`src/rtl/kv_table_writer.sv`:
```
// Key/data lookup table maintained from a command stream (write, delete, clear).
// Each command takes four cycles: accept, search, commit, respond.
module kv_table_writer #(
    parameter int N_KEY    = 4,
    parameter int KEY_LEN  = 4,
    parameter int DATA_LEN = 8,
    localparam int PAIR_LEN = KEY_LEN + DATA_LEN,
    localparam int SLOT_W   = $clog2(N_KEY),
    localparam int CNT_W    = $clog2(N_KEY + 1)
) (
    input  logic                      clk,
    input  logic                      rst_n,
    input  logic                      cmd_valid,
    output logic                      cmd_ready,
    input  logic [1:0]                cmd_op,
    input  logic [KEY_LEN-1:0]        cmd_key,
    input  logic [DATA_LEN-1:0]       cmd_data,
    output logic                      resp_valid,
    output logic [2:0]                resp_status,
    output logic [SLOT_W-1:0]         resp_slot,
    output logic [N_KEY*PAIR_LEN-1:0] lut,
    output logic [N_KEY-1:0]          lut_valid,
    output logic [CNT_W-1:0]          count
);

    localparam logic [1:0] OP_WRITE  = 2'b00;
    localparam logic [1:0] OP_DELETE = 2'b01;
    localparam logic [1:0] OP_CLEAR  = 2'b10;

    localparam logic [2:0] ST_INSERT   = 3'd0;
    localparam logic [2:0] ST_UPDATE   = 3'd1;
    localparam logic [2:0] ST_DELETE   = 3'd2;
    localparam logic [2:0] ST_CLEAR    = 3'd3;
    localparam logic [2:0] ST_ERR_FULL = 3'd4;
    localparam logic [2:0] ST_ERR_MISS = 3'd5;
    localparam logic [2:0] ST_NOP      = 3'd6;

    typedef enum logic [1:0] {IDLE, SEARCH, COMMIT, RESP} state_t;

    state_t state, state_next;

    logic [1:0]          op_q;
    logic [KEY_LEN-1:0]  key_q;
    logic [DATA_LEN-1:0] data_q;

    logic [KEY_LEN-1:0]  slot_key  [N_KEY];
    logic [DATA_LEN-1:0] slot_data [N_KEY];
    logic [N_KEY-1:0]    valid;
    logic [CNT_W-1:0]    count_q;
    logic [2:0]          status_q;
    logic [SLOT_W-1:0]   slot_q;

    logic              hit_c, free_any_c;
    logic [SLOT_W-1:0] hit_idx_c, free_idx_c;
    logic              hit_q, free_any_q;
    logic [SLOT_W-1:0] hit_idx_q, free_idx_q;

    always_ff @(posedge clk) begin
        if (!rst_n) state <= IDLE;
        else        state <= state_next;
    end

    always_comb begin
        state_next = state;
        case (state)
            IDLE:    if (cmd_valid) state_next = SEARCH;
            SEARCH:  state_next = COMMIT;
            COMMIT:  state_next = RESP;
            default: state_next = IDLE;
        endcase
    end

    always_comb begin
        cmd_ready  = (state == IDLE);
        resp_valid = (state == RESP);
    end

    always_ff @(posedge clk) begin
        if (state == IDLE && cmd_valid) begin
            op_q   <= cmd_op;
            key_q  <= cmd_key;
            data_q <= cmd_data;
        end
    end

    // Descending scan so the lowest-index free slot wins; keys are unique so at most one hit.
    always_comb begin
        hit_c      = 1'b0;
        hit_idx_c  = '0;
        free_any_c = 1'b0;
        free_idx_c = '0;
        for (int i = N_KEY - 1; i >= 0; i--) begin
            if (valid[i] && slot_key[i] == key_q) begin
                hit_c     = 1'b1;
                hit_idx_c = SLOT_W'(i);
            end
            if (!valid[i]) begin
                free_any_c = 1'b1;
                free_idx_c = SLOT_W'(i);
            end
        end
    end

    always_ff @(posedge clk) begin
        if (state == SEARCH) begin
            hit_q      <= hit_c;
            hit_idx_q  <= hit_idx_c;
            free_any_q <= free_any_c;
            free_idx_q <= free_idx_c;
        end
    end

    always_ff @(posedge clk) begin
        if (!rst_n) begin
            valid    <= '0;
            count_q  <= '0;
            status_q <= '0;
            slot_q   <= '0;
            for (int i = 0; i < N_KEY; i++) begin
                slot_key[i]  <= '0;
                slot_data[i] <= '0;
            end
        end else if (state == COMMIT) begin
            slot_q <= '0;
            case (op_q)
                OP_WRITE: begin
                    if (hit_q) begin
                        slot_data[hit_idx_q] <= data_q;
                        status_q             <= ST_UPDATE;
                        slot_q               <= hit_idx_q;
                    end else if (free_any_q) begin
                        slot_key[free_idx_q]  <= key_q;
                        slot_data[free_idx_q] <= data_q;
                        valid[free_idx_q]     <= 1'b1;
                        count_q               <= count_q + CNT_W'(1);
                        status_q              <= ST_INSERT;
                        slot_q                <= free_idx_q;
                    end else begin
                        status_q <= ST_ERR_FULL;
                    end
                end
                OP_DELETE: begin
                    if (hit_q) begin
                        slot_key[hit_idx_q]  <= '0;
                        slot_data[hit_idx_q] <= '0;
                        valid[hit_idx_q]     <= 1'b0;
                        count_q              <= count_q - CNT_W'(1);
                        status_q             <= ST_DELETE;
                        slot_q               <= hit_idx_q;
                    end else begin
                        status_q <= ST_ERR_MISS;
                    end
                end
                OP_CLEAR: begin
                    valid    <= '0;
                    count_q  <= '0;
                    status_q <= ST_CLEAR;
                    for (int i = 0; i < N_KEY; i++) begin
                        slot_key[i]  <= '0;
                        slot_data[i] <= '0;
                    end
                end
                default: status_q <= ST_NOP;
            endcase
        end
    end

    // Freed slots are zeroed on delete/clear, so the bus is a plain view of the registers.
    always_comb begin
        lut = '0;
        for (int i = 0; i < N_KEY; i++) begin
            lut[PAIR_LEN*i +: PAIR_LEN] = {slot_key[i], slot_data[i]};
        end
    end

    assign lut_valid   = valid;
    assign count       = count_q;
    assign resp_status = status_q;
    assign resp_slot   = slot_q;

endmodule

```
`config.mk`:
```
export PLATFORM = sky130hd
export DESIGN_NAME = kv_table_writer
export DESIGN_NICKNAME = d
export VERILOG_FILES = /design/src/rtl/kv_table_writer.sv
export SDC_FILE = /design/constraint.sdc
export NUM_CORES = 1
export LEC_CHECK = 0
export ABC_AREA = 1
export CAP_MARGIN = 20
export CELL_PAD_IN_SITES_DETAIL_PLACEMENT = 1
export CELL_PAD_IN_SITES_GLOBAL_PLACEMENT = 2
export CORE_MARGIN = 2
export CORE_UTILIZATION = 32
export DETAILED_ROUTE_END_ITERATION = 10
export GPL_TIMING_DRIVEN = 0
export PLACE_DENSITY = 0.75
export SLEW_MARGIN = 10
export SYNTH_ARGS = -nofsm -noshare
export SYNTH_HDL_FRONTEND = slang
export SYNTH_SLANG_ARGS = --single-unit
```
`constraint.sdc`:
```
create_clock -name clk -period 3 [get_ports clk]
set_input_delay 0.6 -clock clk [delete_from_list [all_inputs] [get_ports clk]]
set_output_delay 0.6 -clock clk [all_outputs]
set_load 0.01 [all_outputs]
```
After elaboration in Yosys (flattened, before gate mapping)
Memories as Yosys holds them, arrays and structs flattened. Cells that the tools add are included.

Register bits after elaboration: 34. Bits in writable memories: 48. Word-level logic and storage cells: 137. Memories kept: 2.

Add/subtract/negate cells: 2. Magnitude comparators: 4. Eq/ne operators: 13. Mux-type cells: 71. Bitwise logic cells: 12. Reduce and logical (&&, ||, !) cells: 19.

Memory list: slot_data (depth 4, width 8, rd ports 4, clocked after memory_dff 0, write ports 4, line 47) `logic [DATA_LEN-1:0] slot_data [N_KEY];`; slot_key (depth 4, width 4, rd ports 4, clocked after memory_dff 0, write ports 4, line 46) `logic [KEY_LEN-1:0] slot_key [N_KEY];`.

Operator list (count): $mux W8 (7); $mux W4 (9); $mux W1 (30); $mux W2 (12); $mux W3 (6); $pmux W3 S3 (2); $eq A4 B4 Y1 (4); $reduce_or A8 Y1 (2); $pmux W4 S3 (1); $or A1 B1 Y1 (9); $ne A2 B2 Y1 const B (4); $reduce_or A4 Y1 (2); $logic_and A1 B1 Y1 (7); $eq A2 B2 Y1 const B (3); $lt A2 B3 Y1 const B (2); $pmux W2 S3 (1); $reduce_and A5 Y1 (1); $and A4 B4 Y4 (1); $demux W1 S2 (2); $eq A2 B1 Y1 const B (2); $ge A2 B1 Y1 const B (2); $logic_not A2 Y1 (2); $not A4 Y4 (1); $or A4 B4 Y4 (1); other kinds (8) (8).

Logic depth before layout (Yosys ltp)
Gate-level depths: netlist of run 1.

Word-level depth: 9. Gate-level depth with buffers: 11.

Worst setup path before layout of run 1
OpenSTA, ideal clock, no wires.

Path type: flip-flop to flip-flop. Start point: reg op_q[0]. End point: mem slot_data[0][0], enable pin. Data arrival time: 1.747 ns. Slack: 0.879 ns. Cell stages (with the launch flop): 9. Buffers on the path: 0. Period minus slack after synthesis: 2.121 ns. Cell sequence: edfxtp_1 inv_1 ha_1 nand3_4 nor2_8 nand2_1 o21ai_2 nand2_4 o21ai_1.

RTL lines: start: declaration (line 42) `logic [1:0] op_q;`; start signal: assignment (line 80) `op_q <= cmd_op;`; end: declaration (line 47).

==> run summary, run 1 <==
Worst Reg-to-Reg Cells: 7
Design area: 5030 um^2
Max-cap violations: 0
RR Startpoint: op_q[1]
Largest net degree at the start of global routing: 16
Avg WL per Cell: 16.8 um
Slew headroom: 46.2%
CP max FO: 10
FF+latch count, synth: 82
Number of port buffers: 78
Total length of routed met2 wires: 4840 um
Clock root buffer: clkbuf_16
Area Growth Syn to Fin: 32.6%
Outcome: completed
Final-stage net count: 478
Vias in the first global route: 3079
Tmin final: 2.67 ns
Post-CTS setup repair buffer count: 0
Pwr/cell area: 734 nW/um^2
Routed Antenna Nets: 0
Synth Cell Area: 3790 um^2
Post-synth EDFFs: 68
Via count: 2923
CTS max path bufs: 2
Average cell area after synthesis: 10.4 um^2
WHS Path Cells: 2
Setup crit end kind: register
Reg2reg end: slot_data[0][7]
Worst Hold End: resp_status[0]
CTS Hold Bufs: 0
Routed wire length: 10100 um
Final period util: 89.1%
Hold path startpoint: resp_status[0]
TritonCTS buffer count: 9
Setup Crit Path Kind: input port to register
I/O pin total: 79
Tightest Pin Transition: 0.802 ns
Post-CTS Resized: 0
Initial antenna violation count: 0
RSZ-0062 raised after global routing: false
GRT overflow: 0
H-tree depth: 3
Initial DRC count: 132
Clock transition at path regs: 0.06 ns
Max Transition Viols Final: 0
Critical Path RT: 2.98 ns
Met1 Routed Length: 4770 um
DP Area: 4750 um^2
Clk sinks: 82
Met3 wire len: 303 um
Die height: 113 um
Gr usage total: 16.3%
Post-Syn Instances: 363
Fmax: 0.374 GHz
Starting Density: 33.1%
Synth warn: 0
Syn_nets: 389
Core Region: 11500 um^2
Top sig layer: met4
First-pass GRT wire length: 16000 um
First-pass DRT Iterations: 4
Vias per cell: 4.87
# diodes: 0
Worst hold path type: register to register
Setup violators final: 0
GP Congestion: 0.773
Worst skew pair latency: 0.34 ns
Slack of the worst reg-to-reg path: 0.48 ns
CTS tree: built
Setup WS post-layout: 0.328 ns
Startpoint types: input port
Peak supply drop: 0.424 mV
Leakage: 1.94 nW
# DRC: 0
Ys flop type: edfxtp_1
Rows: 39
Share of cells above drive strength 1: 9.85%
Crit path DAT: 2.66 ns
Final Skew: 0.00422 ns
Post-synth ARST share: 0%
Worst hold slack: 0.475 ns
Sequential-to-total area share from yosys stat: 61.3%
Yosys cell types: 38
Die Area: 12700 um^2
Pre-CTS setup slack: -0.0681 ns
Detail Placement HPWL: 7670 um
Final Hold Fails: 0
Die W: 113 um
## cell usage after synthesis, drive strengths merged, types with 2 or more instances
cell type	number	area, um^2
a21oi	20	104
nand3	14	128
nor3	16	80.1
nand2	74	310
ha	8	100
o211ai	3	22.5
o21ai	25	136
inv	36	135
or2	2	12.5
nand3b	4	30.0
dfxtp	14	280
buf	4	26.3
edfxtp	68	2040
nor2	58	244
clkbuf	3	12.5
nand4	4	25.0
xnor2	2	17.5
## logic make-up after synthesis
logic type / after synthesis / synth area share, %
XOR/XNOR: 2 / 0.462
AND/OR/NAND/NOR: 173 / 22.1
buffers and inverters: 44 / 4.69
adder cells (fa/ha/maj): 9 / 3.17
flip-flops: 82 / 61.3
AO/OA/AOI/OAI: 53 / 8.35
## critical path, cell delays in order
cell and delay, ns:
clkdlybuf4s50_1 0.69, clkinv_1 0.39, a21oi_2 0.53, o21ai_1 0.44
## flip-flops by register name (all words and copies together) (netlist names)
signal,cells
hit_q,1
count,3
lut_valid,4
state,2
resp_slot,2
resp_status,3
free_any_q,1
slot_data,32
hit_idx_q,2
data_q,8
op_q,2
slot_key,16
key_q,4
free_idx_q,2
## layout make-up
| class | count | area [um^2] |
|---|---|---|
| sequential | 82 | 2320 |
| clock buffer | 9 | 225 |
| tap | 143 | 179 |
| timing repair buffer | 78 | 781 |
| multi-input combinational | 237 | 1290 |
| inverter | 37 | 139 |
| fill | 1284 | 6440 |
| clock inverter | 7 | 52.6 |
| buffer | 7 | 38.8 |
## worst max path at each step
stage          slack, ns     from  depth (start not counted)         endpoint
2_1_floorplan       0.88  op_q[0]                          8  slot_data[0][0]
3_3_place_gp        0.03    rst_n                          4  slot_data[0][4]
3_5_place_dp       -0.07    rst_n                          4  slot_data[0][4]
4_1_cts             0.29    rst_n                          4  slot_data[0][2]
5_1_grt             0.18    rst_n                          7  slot_data[0][7]
6_report            0.33    rst_n                          4  slot_data[0][7]
## where the power goes
group	switching, W	internal, W	leakage, nW
Combinational	0.000655	0.000409	1.00
Sequential	0.000130	0.00146	0.799
Clock	0.000474	0.000566	0.136
## layer usage
metal / up-vias / track usage, %
met3: 14 / 2.62
li1: 1419 / -
met2: 58 / 26.6
met5: - / 0
met4: 0 / 6.75
met1: 1432 / 21.6
## through the flow
step | setup TNS, ns | power, W | util (%) | instances
after floorplan | 0 | 0.00221 | - | 363
after global placement | 0 | 0.00266 | 41.4 | 584
after detailed placement | -0.764 | 0.00269 | 41.4 | 584
after CTS | 0 | 0.00374 | 43.9 | 600
after global routing | 0 | 0.00391 | 43.9 | 600
final | 0 | 0.00369 | 43.9 | 600
## placed cells by master (no fill, tap or decap), types with 2 or more instances in the layout
| cell type | instances |
|---|---|
| nor2_1 | 55 |
| dfxtp_1 | 14 |
| nor3_1 | 16 |
| nand2_4 | 4 |
| clkbuf_16 | 9 |
| xnor2_1 | 2 |
| nand2_1 | 69 |
| edfxtp_1 | 68 |
| clkinv_4 | 2 |
| o21ai_2 | 3 |
| nand4_1 | 4 |
| nand3_2 | 4 |
| or2_2 | 2 |
| o211ai_1 | 3 |
| nand3b_1 | 4 |
| clkinv_2 | 2 |
| buf_2 | 3 |
| inv_6 | 2 |
| inv_2 | 2 |
| nand3_1 | 7 |
| clkbuf_1 | 2 |
| nand3_4 | 3 |
| inv_1 | 34 |
| ha_1 | 8 |
| o21ai_0 | 20 |
| clkdlybuf4s50_1 | 78 |
| o21ai_1 | 2 |
| a21oi_1 | 19 |
(Power assumes the default switching activity.)
==> run 2, diff against run 1 <==
--- a/config.mk
+++ b/config.mk
@@ -5,7 +5,6 @@
 export SDC_FILE = /design/constraint.sdc
 export NUM_CORES = 1
 export LEC_CHECK = 0
-export ABC_AREA = 1
 export CAP_MARGIN = 20
 export CELL_PAD_IN_SITES_DETAIL_PLACEMENT = 1
 export CELL_PAD_IN_SITES_GLOBAL_PLACEMENT = 2
@@ -13,7 +12,7 @@
 export CORE_UTILIZATION = 32
 export DETAILED_ROUTE_END_ITERATION = 10
 export GPL_TIMING_DRIVEN = 0
-export PLACE_DENSITY = 0.75
+export PLACE_DENSITY = 0.78
 export SLEW_MARGIN = 10
 export SYNTH_ARGS = -nofsm -noshare
 export SYNTH_HDL_FRONTEND = slang
==> run 2 against run 1 <==
- sequential share of layout area is 1.7 points higher
- non-clock buffer count is 6 higher
- clock skew rose by 0.0023 ns
- setup slack better by 0.14 ns
- area after synthesis is 4.7% lower
==> run summary, run 2 <==
Synth warn: 0 (unchanged)
Routed wire length: 8820 um (-13%)
Setup violators final: 0 (unchanged)
WHS Path Cells: 2 (unchanged)
Max Transition Viols Final: 0 (unchanged)
GP Congestion: 0.784 (+1.4%)
Die height: 110 um (-2.3%)
Initial DRC count: 132 (unchanged)
Final Hold Fails: 0 (unchanged)
Area share of fa/ha/maj cells after synthesis: 3.33% (+0.16 points)
# diodes: 0 (unchanged)
Share of cells above drive strength 1: 8.00% (-1.8 points)
Peak supply drop: 0.333 mV (-21%)
Final Skew: 0.00650 ns (+0.00228 ns)
Critical Path RT: 3.00 ns (+0.02 ns)
Tmin final: 2.53 ns (-0.145 ns)
Setup crit end kind: register
Vias per cell: 4.74 (-2.6%)
Post-CTS setup repair buffer count: 0 (unchanged)
Synth Area in Simple Gates: 17.4% (-4.7 points)
Setup Crit Path Kind: register to register
Synth area leader: edfxtp_1
Largest register FFs: 32 (unchanged)
Yosys cell types: 40 (+5.3%)
Worst hold path type: register to register
First-pass GRT wire length: 14000 um (-12%)
Top flop regs: slot_data x32, slot_key x16, data_q x8
Synth area leaders: edfxtp_1 57%, dfxtp_1 7.8%, nor2_1 6.1%, xor2_1 3.2%, ha_1 2.8%
Detail Placement HPWL: 6840 um (-11%)
Core Region: 10900 um^2 (-4.6%)
Xor/xnor share of the synthesized area: 4.12% (+3.7 points)
Die Area: 12200 um^2 (-4.6%)
Synth Area in Compound Gates: 7.72% (-0.63 points)
Via count: 2561 (-12%)
Pwr/cell area: 584 nW/um^2 (-20%)
Avg WL per Cell: 16.3 um (-3.0%)
Number of port buffers: 78 (unchanged)
Synth Cell Area: 3610 um^2 (-4.7%)
Crit path DAT: 2.52 ns (-0.14 ns)
CTS tree: built
CP max FO: 10 (unchanged)
GRT overflow: 0 (unchanged)
Slew headroom: 44.6% (-1.6 points)
Outcome: completed
Leakage: 1.82 nW (-5.9%)
Clk sinks: 82 (unchanged)
Final-stage net count: 421 (-12%)
Post-synth ARST share: 0% (unchanged)
Pre-CTS setup slack: 0.258 ns (+0.326 ns)
Design area: 4850 um^2 (-3.6%)
Multiplexer share of the synthesized area: 0.554% (+0.55 points)
Rows: 38 (-2.6%)
Clock root buffer: clkbuf_16
Post-CTS Resized: 0 (unchanged)
Clock transition at path regs: 0.06 ns (about the same)
RSZ-0062 raised after global routing: false
Setup WS post-layout: 0.472 ns (+0.145 ns)
Die W: 110 um (-2.3%)
H-tree depth: 3 (unchanged)
CTS max path bufs: 2 (unchanged)
Initial antenna violation count: 0 (unchanged)
Fmax: 0.396 GHz (+5.7%)
Vias in the first global route: 2630 (-15%)
Syn_nets: 332 (-15%)
Post-Syn Instances: 306 (-16%)
Most common cell after layout, fill and taps aside: clkdlybuf4s50_1
Fill count: 1210 (-5.8%)
Post-synth EDFFs: 68 (unchanged)
Routed Antenna Nets: 0 (unchanged)
Ys flop type: edfxtp_1
Max-cap violations: 0 (unchanged)
I/O pin total: 79 (unchanged)
Tightest Pin Transition: 0.824 ns (+0.0223 ns)
TritonCTS buffer count: 9 (unchanged)
# DRC: 0 (unchanged)
Gr usage total: 15.7% (-0.60 points)
Commonest cells post-synth: 68 x edfxtp_1, 59 x nor2_1, 24 x nand2_1
First-pass DRT Iterations: 4 (unchanged)
Final period util: 84.3% (-4.8 points)
Largest family of logic cells by synthesized area: simple AND/OR/NAND/NOR gates
Largest net degree at the start of global routing: 17 (+1)
Worst Reg-to-Reg Cells: 8 (+1)
Most frequent cells in the layout: 78 x clkdlybuf4s50_1, 68 x edfxtp_1, 59 x nor2_1
Startpoint types: register
Sequential-to-total area share from yosys stat: 64.3% (+3.0 points)
FF+latch count, synth: 82 (unchanged)
Worst skew pair latency: 0.34 ns (about the same)
Count leader, synth: edfxtp_1
Average cell area after synthesis: 11.8 um^2 (+13%)
CTS Hold Bufs: 0 (unchanged)
Area Growth Syn to Fin: 34.3%
Final core occ: 44.3% (+0.50 points)
DP Area: 4570 um^2 (-3.8%)
Setup TNS: 0 ns (unchanged)
Synth top area share: 56.5% (+2.7 points)
Top reg by flops: slot_data
Starting Density: 33.0% (about the same)
-- run 2: changes by cell type in the layout (fill, tap and decap cells not counted), sizes merged, moves of 7 or more --
| cell | before | now |
|---|---|---|
| and3 | 0 | 13 |
| nand2 | 74 | 25 |
| nor3 | 16 | 2 |
| xor2 | 0 | 13 |
| inv | 38 | 14 |
| o21ai | 25 | 10 |
| a31oi | 1 | 8 |
| nand3 | 14 | 1 |
| and2 | 0 | 11 |
-- run 2: final timing paths --
| check | slack, ns | from | end |
|---|---|---|---|
| worst min register to register | 0.49 | resp_status[0] | resp_status[0] |
| worst max register to register | 0.47 | op_q[1] | slot_data[3][6] |
| worst min-delay path | 0.49 | resp_status[0] | resp_status[0] |
| worst max-delay path | 0.47 | op_q[1] | slot_data[3][6] |
-- run 2: kinds of logic (layout without fill, tap and decap cells) --
kind of cell	after synthesis	after routing
adders and majority gates	9	9
AOI/OAI and AO/OA	42	42
and+or+nand+nor	132	132
muxes	2	2
DFF	82	82
buffers and inverters	22	116
xor gates and xnor gates	17	17
-- run 2: power breakdown --
group	switching (W)	internal [W]
logic	0.000234	0.000184
clock network	0.000474	0.000574
registers	0.0000443	0.00132
total	0.000752	0.00208
-- run 2: per-stage QoR --
step	cells	hold WS [ns]	power [W]
4_1_cts	540	0.503	0.00286
5_1_grt	540	0.535	0.00296
2_1_floorplan	306	0.506	0.00161
6_report	540	0.493	0.00283
3_3_place_gp	524	0.478	0.00180
3_5_place_dp	524	0.487	0.00182
-- run 2: cell type report --
type,instances,area (um^2),share of cell area (%)
buffer,13,61.3,1.26
clock buffer,9,225,4.64
clock inverter,7,56.3,1.16
inverter,9,33.8,0.697
multi-input combinational,202,1190,24.6
sequential,82,2320,47.9
tap,140,175,3.61
timing repair buffer,78,781,16.1
-- run 2: routing by layer --
metal | GRT usage, % | part of all wire [%] | vias to the layer above
met5 | 0 | 0 | -
met4 | 5.18 | 1.5 | 0
met3 | 4.29 | 3.7 | 7
met2 | 24.5 | 47 | 54
met1 | 21.1 | 48 | 1243
li1 | - | - | 1257
-- run 2: worst max-delay path, cell delays in order, from the launching register on --
cell	delay, ns
edfxtp_1	0.42
inv_1	0.11
ha_1	0.31
and2_1	0.20
nor3b_2	0.20
buf_2	0.23
nor2_1	0.08
o21ai_2	0.33
nand2_1	0.30
